$ cat src/rtl/vga_timing_gen.sv
// VGA raster timing generator: pixel-rate divider, x/y counters, H/V porch FSMs and registered syncs.
// Define VGA_TIMING_FRAME_CNT_EN to build the completed-frame counter; otherwise frame_count is tied to 0.
module vga_timing_gen #(
  parameter int H_ACTIVE  = 640,
  parameter int H_FP      = 16,
  parameter int H_SYNC    = 96,
  parameter int H_BP      = 48,
  parameter int V_ACTIVE  = 480,
  parameter int V_FP      = 10,
  parameter int V_SYNC    = 2,
  parameter int V_BP      = 33,
  parameter int CLK_DIV   = 2,
  parameter int HSYNC_POL = 0,
  parameter int VSYNC_POL = 0,
  localparam int H_TOTAL  = H_ACTIVE + H_FP + H_SYNC + H_BP,
  localparam int V_TOTAL  = V_ACTIVE + V_FP + V_SYNC + V_BP,
  localparam int X_W      = $clog2(H_TOTAL),
  localparam int Y_W      = $clog2(V_TOTAL)
) (
  input  logic           wb_clk_i,
  input  logic           wb_rst_i,
  input  logic           enable,
  output logic           pix_stb,
  output logic [X_W-1:0] x,
  output logic [Y_W-1:0] y,
  output logic           active,
  output logic           hsync,
  output logic           vsync,
  output logic           line_start,
  output logic           frame_start,
  output logic [15:0]    frame_count
);

  localparam int DIV_W = (CLK_DIV > 1) ? $clog2(CLK_DIV) : 1;
  localparam logic [DIV_W-1:0] DIV_LAST = DIV_W'(CLK_DIV - 1);
  localparam logic [X_W-1:0] X_ACT   = X_W'(H_ACTIVE);
  localparam logic [X_W-1:0] X_A_END = X_W'(H_ACTIVE - 1);
  localparam logic [X_W-1:0] X_F_END = X_W'(H_ACTIVE + H_FP - 1);
  localparam logic [X_W-1:0] X_S_END = X_W'(H_ACTIVE + H_FP + H_SYNC - 1);
  localparam logic [X_W-1:0] X_LAST  = X_W'(H_TOTAL - 1);
  localparam logic [Y_W-1:0] Y_ACT   = Y_W'(V_ACTIVE);
  localparam logic [Y_W-1:0] Y_A_END = Y_W'(V_ACTIVE - 1);
  localparam logic [Y_W-1:0] Y_F_END = Y_W'(V_ACTIVE + V_FP - 1);
  localparam logic [Y_W-1:0] Y_S_END = Y_W'(V_ACTIVE + V_FP + V_SYNC - 1);
  localparam logic [Y_W-1:0] Y_LAST  = Y_W'(V_TOTAL - 1);
  localparam logic HS_ON = (HSYNC_POL != 0) ? 1'b1 : 1'b0;
  localparam logic VS_ON = (VSYNC_POL != 0) ? 1'b1 : 1'b0;

  typedef enum logic [1:0] {H_ST_ACT, H_ST_FRONT, H_ST_SYNC, H_ST_BACK} h_state_t;
  typedef enum logic [1:0] {V_ST_ACT, V_ST_FRONT, V_ST_SYNC, V_ST_BACK} v_state_t;

  logic [DIV_W-1:0] div_q, div_d;
  logic             running_q, running_d;
  logic [X_W-1:0]   x_q, x_d;
  logic [Y_W-1:0]   y_q, y_d;
  h_state_t         hst_q, hst_d;
  v_state_t         vst_q, vst_d;
  logic             pix_stb_q, pix_stb_d;
  logic             active_q, active_d;
  logic             hsync_q, hsync_d;
  logic             vsync_q, vsync_d;
  logic             line_start_q, line_start_d;
  logic             frame_start_q, frame_start_d;
  logic             tick;
  logic             line_wrap;

  assign tick      = (div_q == DIV_LAST);
  assign line_wrap = enable && tick && running_q && (x_q == X_LAST);

  always_comb begin
    div_d         = div_q;
    running_d     = running_q;
    x_d           = x_q;
    y_d           = y_q;
    hst_d         = hst_q;
    vst_d         = vst_q;
    active_d      = active_q;
    hsync_d       = hsync_q;
    vsync_d       = vsync_q;
    pix_stb_d     = 1'b0;
    line_start_d  = 1'b0;
    frame_start_d = 1'b0;
    if (!enable) begin
      div_d     = '0;
      running_d = 1'b0;
      x_d       = '0;
      y_d       = '0;
      hst_d     = H_ST_ACT;
      vst_d     = V_ST_ACT;
      active_d  = 1'b0;
      hsync_d   = ~HS_ON;
      vsync_d   = ~VS_ON;
    end else begin
      div_d = tick ? '0 : div_q + DIV_W'(1);
      if (tick) begin
        pix_stb_d = 1'b1;
        // The first tick after enabling only presents (0,0); counters start moving on the next one.
        if (!running_q) begin
          running_d = 1'b1;
        end else begin
          if (x_q == X_LAST) begin
            x_d = '0;
            y_d = (y_q == Y_LAST) ? '0 : y_q + Y_W'(1);
            unique case (vst_q)
              V_ST_ACT:   if (y_q == Y_A_END) vst_d = V_ST_FRONT;
              V_ST_FRONT: if (y_q == Y_F_END) vst_d = V_ST_SYNC;
              V_ST_SYNC:  if (y_q == Y_S_END) vst_d = V_ST_BACK;
              V_ST_BACK:  if (y_q == Y_LAST)  vst_d = V_ST_ACT;
              default:    vst_d = V_ST_ACT;
            endcase
          end else begin
            x_d = x_q + X_W'(1);
          end
          unique case (hst_q)
            H_ST_ACT:   if (x_q == X_A_END) hst_d = H_ST_FRONT;
            H_ST_FRONT: if (x_q == X_F_END) hst_d = H_ST_SYNC;
            H_ST_SYNC:  if (x_q == X_S_END) hst_d = H_ST_BACK;
            H_ST_BACK:  if (x_q == X_LAST)  hst_d = H_ST_ACT;
            default:    hst_d = H_ST_ACT;
          endcase
        end
        active_d      = (x_d < X_ACT) && (y_d < Y_ACT);
        hsync_d       = (hst_d == H_ST_SYNC) ? HS_ON : ~HS_ON;
        vsync_d       = (vst_d == V_ST_SYNC) ? VS_ON : ~VS_ON;
        line_start_d  = (x_d == '0);
        frame_start_d = (x_d == '0) && (y_d == '0);
      end
    end
  end

  always_ff @(posedge wb_clk_i) begin
    if (wb_rst_i) begin
      div_q         <= '0;
      running_q     <= 1'b0;
      x_q           <= '0;
      y_q           <= '0;
      hst_q         <= H_ST_ACT;
      vst_q         <= V_ST_ACT;
      pix_stb_q     <= 1'b0;
      active_q      <= 1'b0;
      hsync_q       <= ~HS_ON;
      vsync_q       <= ~VS_ON;
      line_start_q  <= 1'b0;
      frame_start_q <= 1'b0;
    end else begin
      div_q         <= div_d;
      running_q     <= running_d;
      x_q           <= x_d;
      y_q           <= y_d;
      hst_q         <= hst_d;
      vst_q         <= vst_d;
      pix_stb_q     <= pix_stb_d;
      active_q      <= active_d;
      hsync_q       <= hsync_d;
      vsync_q       <= vsync_d;
      line_start_q  <= line_start_d;
      frame_start_q <= frame_start_d;
    end
  end

`ifdef VGA_TIMING_FRAME_CNT_EN
  logic [15:0] frame_count_q, frame_count_d;

  always_comb begin
    frame_count_d = frame_count_q;
    if (line_wrap && (y_q == Y_LAST)) frame_count_d = frame_count_q + 16'd1;
  end

  always_ff @(posedge wb_clk_i) begin
    if (wb_rst_i) frame_count_q <= '0;
    else          frame_count_q <= frame_count_d;
  end

  assign frame_count = frame_count_q;
`else
  logic unused_line_wrap;
  assign unused_line_wrap = line_wrap;
  assign frame_count      = '0;
`endif

  assign pix_stb     = pix_stb_q;
  assign x           = x_q;
  assign y           = y_q;
  assign active      = active_q;
  assign hsync       = hsync_q;
  assign vsync       = vsync_q;
  assign line_start  = line_start_q;
  assign frame_start = frame_start_q;

endmodule

$ cat config.mk
export PLATFORM = sky130hd
export DESIGN_NAME = vga_timing_gen
export DESIGN_NICKNAME = d
export VERILOG_FILES = /design/src/rtl/vga_timing_gen.sv
export SDC_FILE = /design/constraint.sdc
export NUM_CORES = 1
export LEC_CHECK = 0
export CAP_MARGIN = 20
export CELL_PAD_IN_SITES_DETAIL_PLACEMENT = 2
export CELL_PAD_IN_SITES_GLOBAL_PLACEMENT = 2
export CORE_MARGIN = 4
export CORE_UTILIZATION = 39
export DETAILED_ROUTE_END_ITERATION = 16
export DONT_BUFFER_PORTS = 1
export GPL_ROUTABILITY_DRIVEN = 0
export PLACE_DENSITY = 0.89
export REMOVE_ABC_BUFFERS = 1
export SYNTH_ARGS = -nofsm -noshare
export SYNTH_HDL_FRONTEND = slang
export SYNTH_SLANG_ARGS = --single-unit
$ cat constraint.sdc
create_clock -name wb_clk_i -period 4.8 [get_ports wb_clk_i]
set_input_delay 0.96 -clock wb_clk_i [delete_from_list [all_inputs] [get_ports wb_clk_i]]
set_output_delay 0.96 -clock wb_clk_i [all_outputs]
set_load 0.01 [all_outputs]
==> results of run 1 <==
-- sequential cells by signal, indices dropped and copies added (netlist names) --
name	flops
x	10
y	10
hst_q	2
vst_q	2
active	1
div_q	1
frame_start	1
hsync	1
line_start	1
pix_stb	1
running_q	1
vsync	1
-- power groups by stage --
stage / Clock [mW] / Sequential (mW) / Combinational (mW)
floorplan: 0 / 0.278 / 0.0124
global placement: 0 / 0.280 / 0.0149
detailed placement: 0 / 0.280 / 0.0154
CTS: 0.271 / 0.274 / 0.0156
global route: 0.282 / 0.274 / 0.0176
finish: 0.266 / 0.274 / 0.0158
-- final cells by class --
type / count / area share, %
Multi-Input combinational cell: 228 / 61.2
Clock buffer: 6 / 3.27
Clock inverter: 2 / 1.58
Tap cell: 72 / 4.06
Timing Repair Buffer: 1 / 0.338
Inverter: 4 / 0.677
Sequential cell: 32 / 28.9
-- path summary, 6_finish.rpt --
check                       from                endpoint  slack, ns  depth (start not counted)
max            x[0]$_SDFFE_PP0P_  frame_start$_SDFF_PP0_       1.79                          8
min          active$_SDFFE_PP0P_     active$_SDFFE_PP0P_       0.54                          2
min reg2reg  active$_SDFFE_PP0P_     active$_SDFFE_PP0P_       0.54                          2
max reg2reg    x[0]$_SDFFE_PP0P_  frame_start$_SDFF_PP0_       1.79                          8
-- per-layer routing --
layer | wire length [µm] | track usage (%)
met2 | 3360 | 33.7
met5 | 0 | 0
met4 | 98 | 6.14
met3 | 315 | 3.75
met1 | 3210 | 26.3
-- cell usage after synthesis, types with 3 or more instances --
master    instances  area (µm²)
clkbuf_8          3        41.3
a21oi_1          16        80.1
nor4_1            5        31.3
a211oi_1          3        22.5
xor2_1            5        43.8
nand2_1          33         124
nand4_1           8        50.1
and4_1            4        35.0
clkbuf_1          8        30.0
buf_2             4        20.0
inv_1             4        15.0
nor3_1           16        80.1
nor2_1           26        97.6
a31oi_1           9        56.3
buf_6             6        67.6
and2_1            3        18.8
o21ai_0          15        75.1
dfxtp_1          32         641
xnor2_1           6        52.6
buf_4            17         128
nand3b_1          5        37.5
nand3_1           8        40.0
ha_1              4        50.1
or3_1             3        18.8
-- stage by stage --
stage / cell area (µm²) / hold slack (ns) / worst slack [ns] / instances / util (%)
2_1_floorplan: 2010 / 0.467 / 2.17 / 264 / -
3_3_place_gp: 2110 / 0.505 / 2.00 / 337 / 37.9
3_5_place_dp: 2110 / 0.531 / 1.87 / 337 / 37.9
4_1_cts: 2220 / 0.541 / 1.80 / 345 / 39.8
5_1_grt: 2220 / 0.553 / 1.56 / 345 / 39.8
6_report: 2220 / 0.540 / 1.79 / 345 / 39.8
-- worst register-to-register path: stages (launching register included) --
cell,delay (ns)
dfxtp_1,0.53
ha_1,0.30
nand4_1,0.26
nor3b_2,0.52
buf_4,0.29
nand2_1,0.09
xnor2_1,0.15
or4_4,0.53
nor4b_2,0.25
-- cells by family (layout without fill, tap and decap cells) --
logic type | Yosys count | in the layout | share of synthesized area, %
AND/OR/NAND/NOR | 131 | 131 | 31.9
AO/OA/AOI/OAI | 64 | 64 | 18.2
buffers and inverters | 44 | 13 | 14.0
flip-flops | 32 | 32 | 28.4
XOR/XNOR | 11 | 11 | 4.27
adder cells (fa/ha/maj) | 4 | 4 | 2.22
multiplexers | 2 | 2 | 0.887
other | 1 | 16 | 0.166
==> metrics, run 1 <==
status finished clean; Async SR Flop Fraction 0%; Die Y 84.1 µm; multi-input logic area 1360 µm²; WL per Instance 20.2 µm; largest net degree at the start of global routing 25; switching pwr 0.131 mW; Least-Margin Pin Slew 1.02 ns; Post-Syn Area 2260 µm²; Clk pwr share 47.9%; Worst VDD drop 97.3 µV; max_slew headroom 32.2%; Yosys reg bits 32; Layout Nets 279; skew final 0.00943 ns; CP Max Fanout 13; CP delay by family, top simple AND/OR/NAND/NOR gates; crit-path max cell delay 0.53 ns; final hold viol count 0; most frequent cells in the layout nand2_1 (33), dfxtp_1 (32), nor2_1 (26); Maximum Capacitance Violations 0; Core Area 5570 µm²; Hold WC Path Type register to register; Initial DRC Count 145; DR vias/cell 6.12; Mean Syn Cell Area 7.81 µm²; DR DRC count 0; Post-Synthesis Cells 289; CP Buf/Inv Count 1; # IOs 45; Clock Path Buffers 2; Clock Sinks 32; fin crit period 3.01 ns; Root Buffer clkbuf_8; initial core utilization 40.5%; Critical Path Start Type register; first-pass GRT wire length 11,600 µm; CP endpoint kind register; leading cell type in the layout, fill and taps excluded nand2_1; antenna violations before repair 0; Post-DP HPWL 4820 µm; part of the cycle the worst path needs 62.6%; max-slew violations 0; sequential fraction of the synthesis area 28.4%; Worst-Skew Late Latency 0.29 ns; TNS Setup 0 ns; layout cells sized above 1 6.23%; hold-fix buffer count after cts 0; chip width 84.1 µm; top_reg_cell synth dfxtp_1; P&R area growth vs syn -1.72%; ant diodes 0; Initial DRT Pass Iterations 4; CP Cell Sequence ha_1 > nand4_1 > nor3b_2 > buf_4 > nand2_1 > xnor2_1 > or4_4 > nor4b_2; row cnt 27; required time worst endpoint 5.01 ns; clk slew on worst S/H paths 0.08 ns; Finish-stage setup viols 0; remaining antenna violation count 0; Synth cell types 62; DR vias 2,111; total power 0.555 mW; number of synthesis warnings 0; sequential standard cell area 641 µm²; GR Overflow Total 0; Lkg Pwr 0.709 nW; Routed WL 6980 µm; CTS tree built; slowest cell on the critical path dfxtp_1; buffer count from post-CTS setup fixing 0; CTS resizes 0; TritonCTS Buffers 5; Post-synth EDFFs 0; fillers 664; unrepaired setup endpoints after global routing false; Die Area 7070 µm²; H-tree level count 2; sequential power share 49.3%; crit path kind register to register; fmax 0.333 GHz; WP data arrival 3.22 ns; GRT Overall Usage 20.2%; Sw Ratio 23.6%; Cell Int Power 0.425 mW; buffers added on ports 0; part of the power in combinational logic 2.8%; vias in the first global route 2,173; PwrDens 250 nW/µm²
(Power assumes the default switching activity.)
==> run 2: changes to the inputs <==
- CORE_UTILIZATION: 39 -> 36
- PLACE_DENSITY: 0.89 -> 0.84
- clock period: 4.8 -> 3 ns (I/O delays scaled with it)
==> run 2 against run 1 <==
Via count is 3.6% higher. Worst setup slack lost 1.5 ns. Global-route usage rose by 0.39 points. Non-clock buffer count grew 16. Sequential share of layout area is 1.4 points lower. Critical endpoint unchanged. Largest cell class unchanged. Highest routed layer unchanged.
==> metrics, run 2 (same netlist as run 1, synthesis figures left out) <==
chip width 87.2 µm (+3.7%); required time worst endpoint 3.20 ns (-1.81 ns); hold-fix buffer count after cts 0 (unchanged); Critical Path Start Type register; clk slew on worst S/H paths 0.08 ns (about the same); final hold viol count 0 (unchanged); CTS resizes 0 (unchanged); unrepaired setup endpoints after global routing false; WHS Endpoint y[4]$_SDFFE_PP0P_; Worst VDD drop 240 µV (+150%); DR vias 2,186 (+3.6%); PwrDens 355 nW/µm² (+42%); leading cell type in the layout, fill and taps excluded nand2_1; Worst R2R End frame_start$_SDFF_PP0_; CTS tree built; worst r2r src x[0]$_SDFFE_PP0P_; TNS Setup 0 ns (unchanged); Clock Sinks 32 (unchanged); Hold WC Path Type primary input to register; remaining antenna violation count 0 (unchanged); Initial DRC Count 154 (+6.2%); reg2reg path depth 7 (-1); crit-path max cell delay 0.65 ns (+0.12 ns); fin util 38.8% (-0.95 points); CP Max Fanout 9 (-4); Die Y 87.2 µm (+3.7%); slowest cell on the critical path or4b_2; fillers 704 (+6.0%); H-tree level count 2 (unchanged); Maximum Capacitance Violations 0 (unchanged); sequential power share 52.4% (+3.1 points); # IOs 45 (unchanged); Finish-stage setup viols 0 (unchanged); P&R area growth vs syn 3.10%; CP Cell Sequence ha_1 > and2_1 > xnor2_1 > a31oi_1 > or4b_2 > a211oi_1 > nor4b_2; hold_sp wb_rst_i; Post-DP HPWL 5330 µm (+11%); Least-Margin Pin Slew 0.802 ns (-0.215 ns); most frequent cells in the layout nand2_1 (33), dfxtp_1 (32), nor2_1 (26), buf_4 (17); Die Area 7600 µm² (+7.5%); switching pwr 0.228 mW (+74%); initial core utilization 37.7% (-2.8 points); DR vias/cell 6.01 (-1.9%); Sw Ratio 27.5% (+4.0 points); Clk pwr share 43.6% (-4.3 points); critical path depth 7 (-1); Worst-Skew Late Latency 0.29 ns (about the same); Layout Nets 295 (+5.7%); part of the power in combinational logic 4.0% (+1.2 points); vias in the first global route 2,347 (+8.0%); CP endpoint kind register; Lkg Pwr 0.779 nW (+9.9%); fmax 0.365 GHz (+9.8%); layout cells sized above 1 11.8% (+5.5 points); max_slew headroom 46.5% (+14 points); WL per Instance 20.5 µm (+1.4%); Root Buffer clkbuf_8; antenna violations before repair 0 (unchanged); first-pass GRT wire length 12,400 µm (+6.9%); Core Area 5990 µm² (+7.5%); TritonCTS Buffers 5 (unchanged); flop2flop setup slack 0.26 ns (-1.53 ns); WP data arrival 2.94 ns (-0.28 ns); row cnt 28 (+3.7%); DR DRC count 0 (unchanged); fin crit period 2.74 ns (-0.268 ns); Clock Path Buffers 2 (unchanged); buffers added on ports 0 (unchanged); skew final 0.00883 ns (-0.000603 ns); part of the cycle the worst path needs 91.3% (+29 points); Cell Int Power 0.599 mW (+41%); buffer count from post-CTS setup fixing 0 (unchanged); status finished clean; ant diodes 0 (unchanged); Routed WL 7470 µm (+7.0%); crit path kind register to register; worst hold path cell count 2 (unchanged); CP Buf/Inv Count 0 (-1); max-slew violations 0 (unchanged); GRT Overall Usage 20.6% (+0.39 points); Initial DRT Pass Iterations 4 (unchanged); GR Overflow Total 0 (unchanged); largest net degree at the start of global routing 19 (-24%); CP delay by family, top simple AND/OR/NAND/NOR gates
-- run 2: cell types whose count changed in the layout (fill, tap and decap cells not counted), sizes merged --
cell,previous run,this run
buf,1,17
clkbuf,6,5
bufinv,1,0
clkinvlp,0,2
-- run 2: layout make-up --
type | instances | area [µm²] | area share [%]
clock buffer | 5 | 68.8 | 2.96
timing repair buffer | 17 | 128 | 5.48
clock inverter | 3 | 23.8 | 1.02
sequential | 32 | 641 | 27.5
multi-input combinational | 228 | 1360 | 58.3
tap | 75 | 93.8 | 4.03
inverter | 4 | 15.0 | 0.645
-- run 2: stage by stage --
stage	setup WS, ns	power, mW	area, µm²	hold WS [ns]	std cells
after global placement	0.445	0.474	2230	0.505	356
after floorplan	0.365	0.464	2010	0.467	264
final	0.261	0.827	2330	0.528	364
after detailed placement	0.306	0.476	2230	0.525	356
after CTS	0.242	0.837	2330	0.526	364
after global routing	0.0566	0.858	2330	0.525	364
-- run 2: power by group through the flow --
stage               logic [mW]  clock network (mW)  registers, mW
global placement        0.0313                   0          0.443
global route            0.0369               0.387          0.434
floorplan               0.0198                   0          0.444
finish                  0.0335               0.360          0.433
detailed placement      0.0326                   0          0.443
CTS                     0.0329               0.371          0.433
-- run 2: per-layer routing --
layer  wire length (µm)  GRT usage [%]  share of wire [%]  up-vias
met2               3660           35.2                 49       55
met4                125           6.42                1.7        0
li1                   -              -                  -     1016
met1               3450           27.3                 46     1104
met3                234           1.99                3.1       11
met5                  0              0                  0        -
-- run 2: how the worst max path moves through the flow --
stage                 startpoint                      to  slack, ns
4_1_cts        x[0]$_SDFFE_PP0P_  frame_start$_SDFF_PP0_       0.24
2_1_floorplan  x[0]$_SDFFE_PP0P_  frame_start$_SDFF_PP0_       0.37
5_1_grt        x[0]$_SDFFE_PP0P_  frame_start$_SDFF_PP0_       0.06
3_5_place_dp   x[0]$_SDFFE_PP0P_  frame_start$_SDFF_PP0_       0.31
6_report       x[0]$_SDFFE_PP0P_  frame_start$_SDFF_PP0_       0.26
3_3_place_gp   x[0]$_SDFFE_PP0P_  frame_start$_SDFF_PP0_       0.44
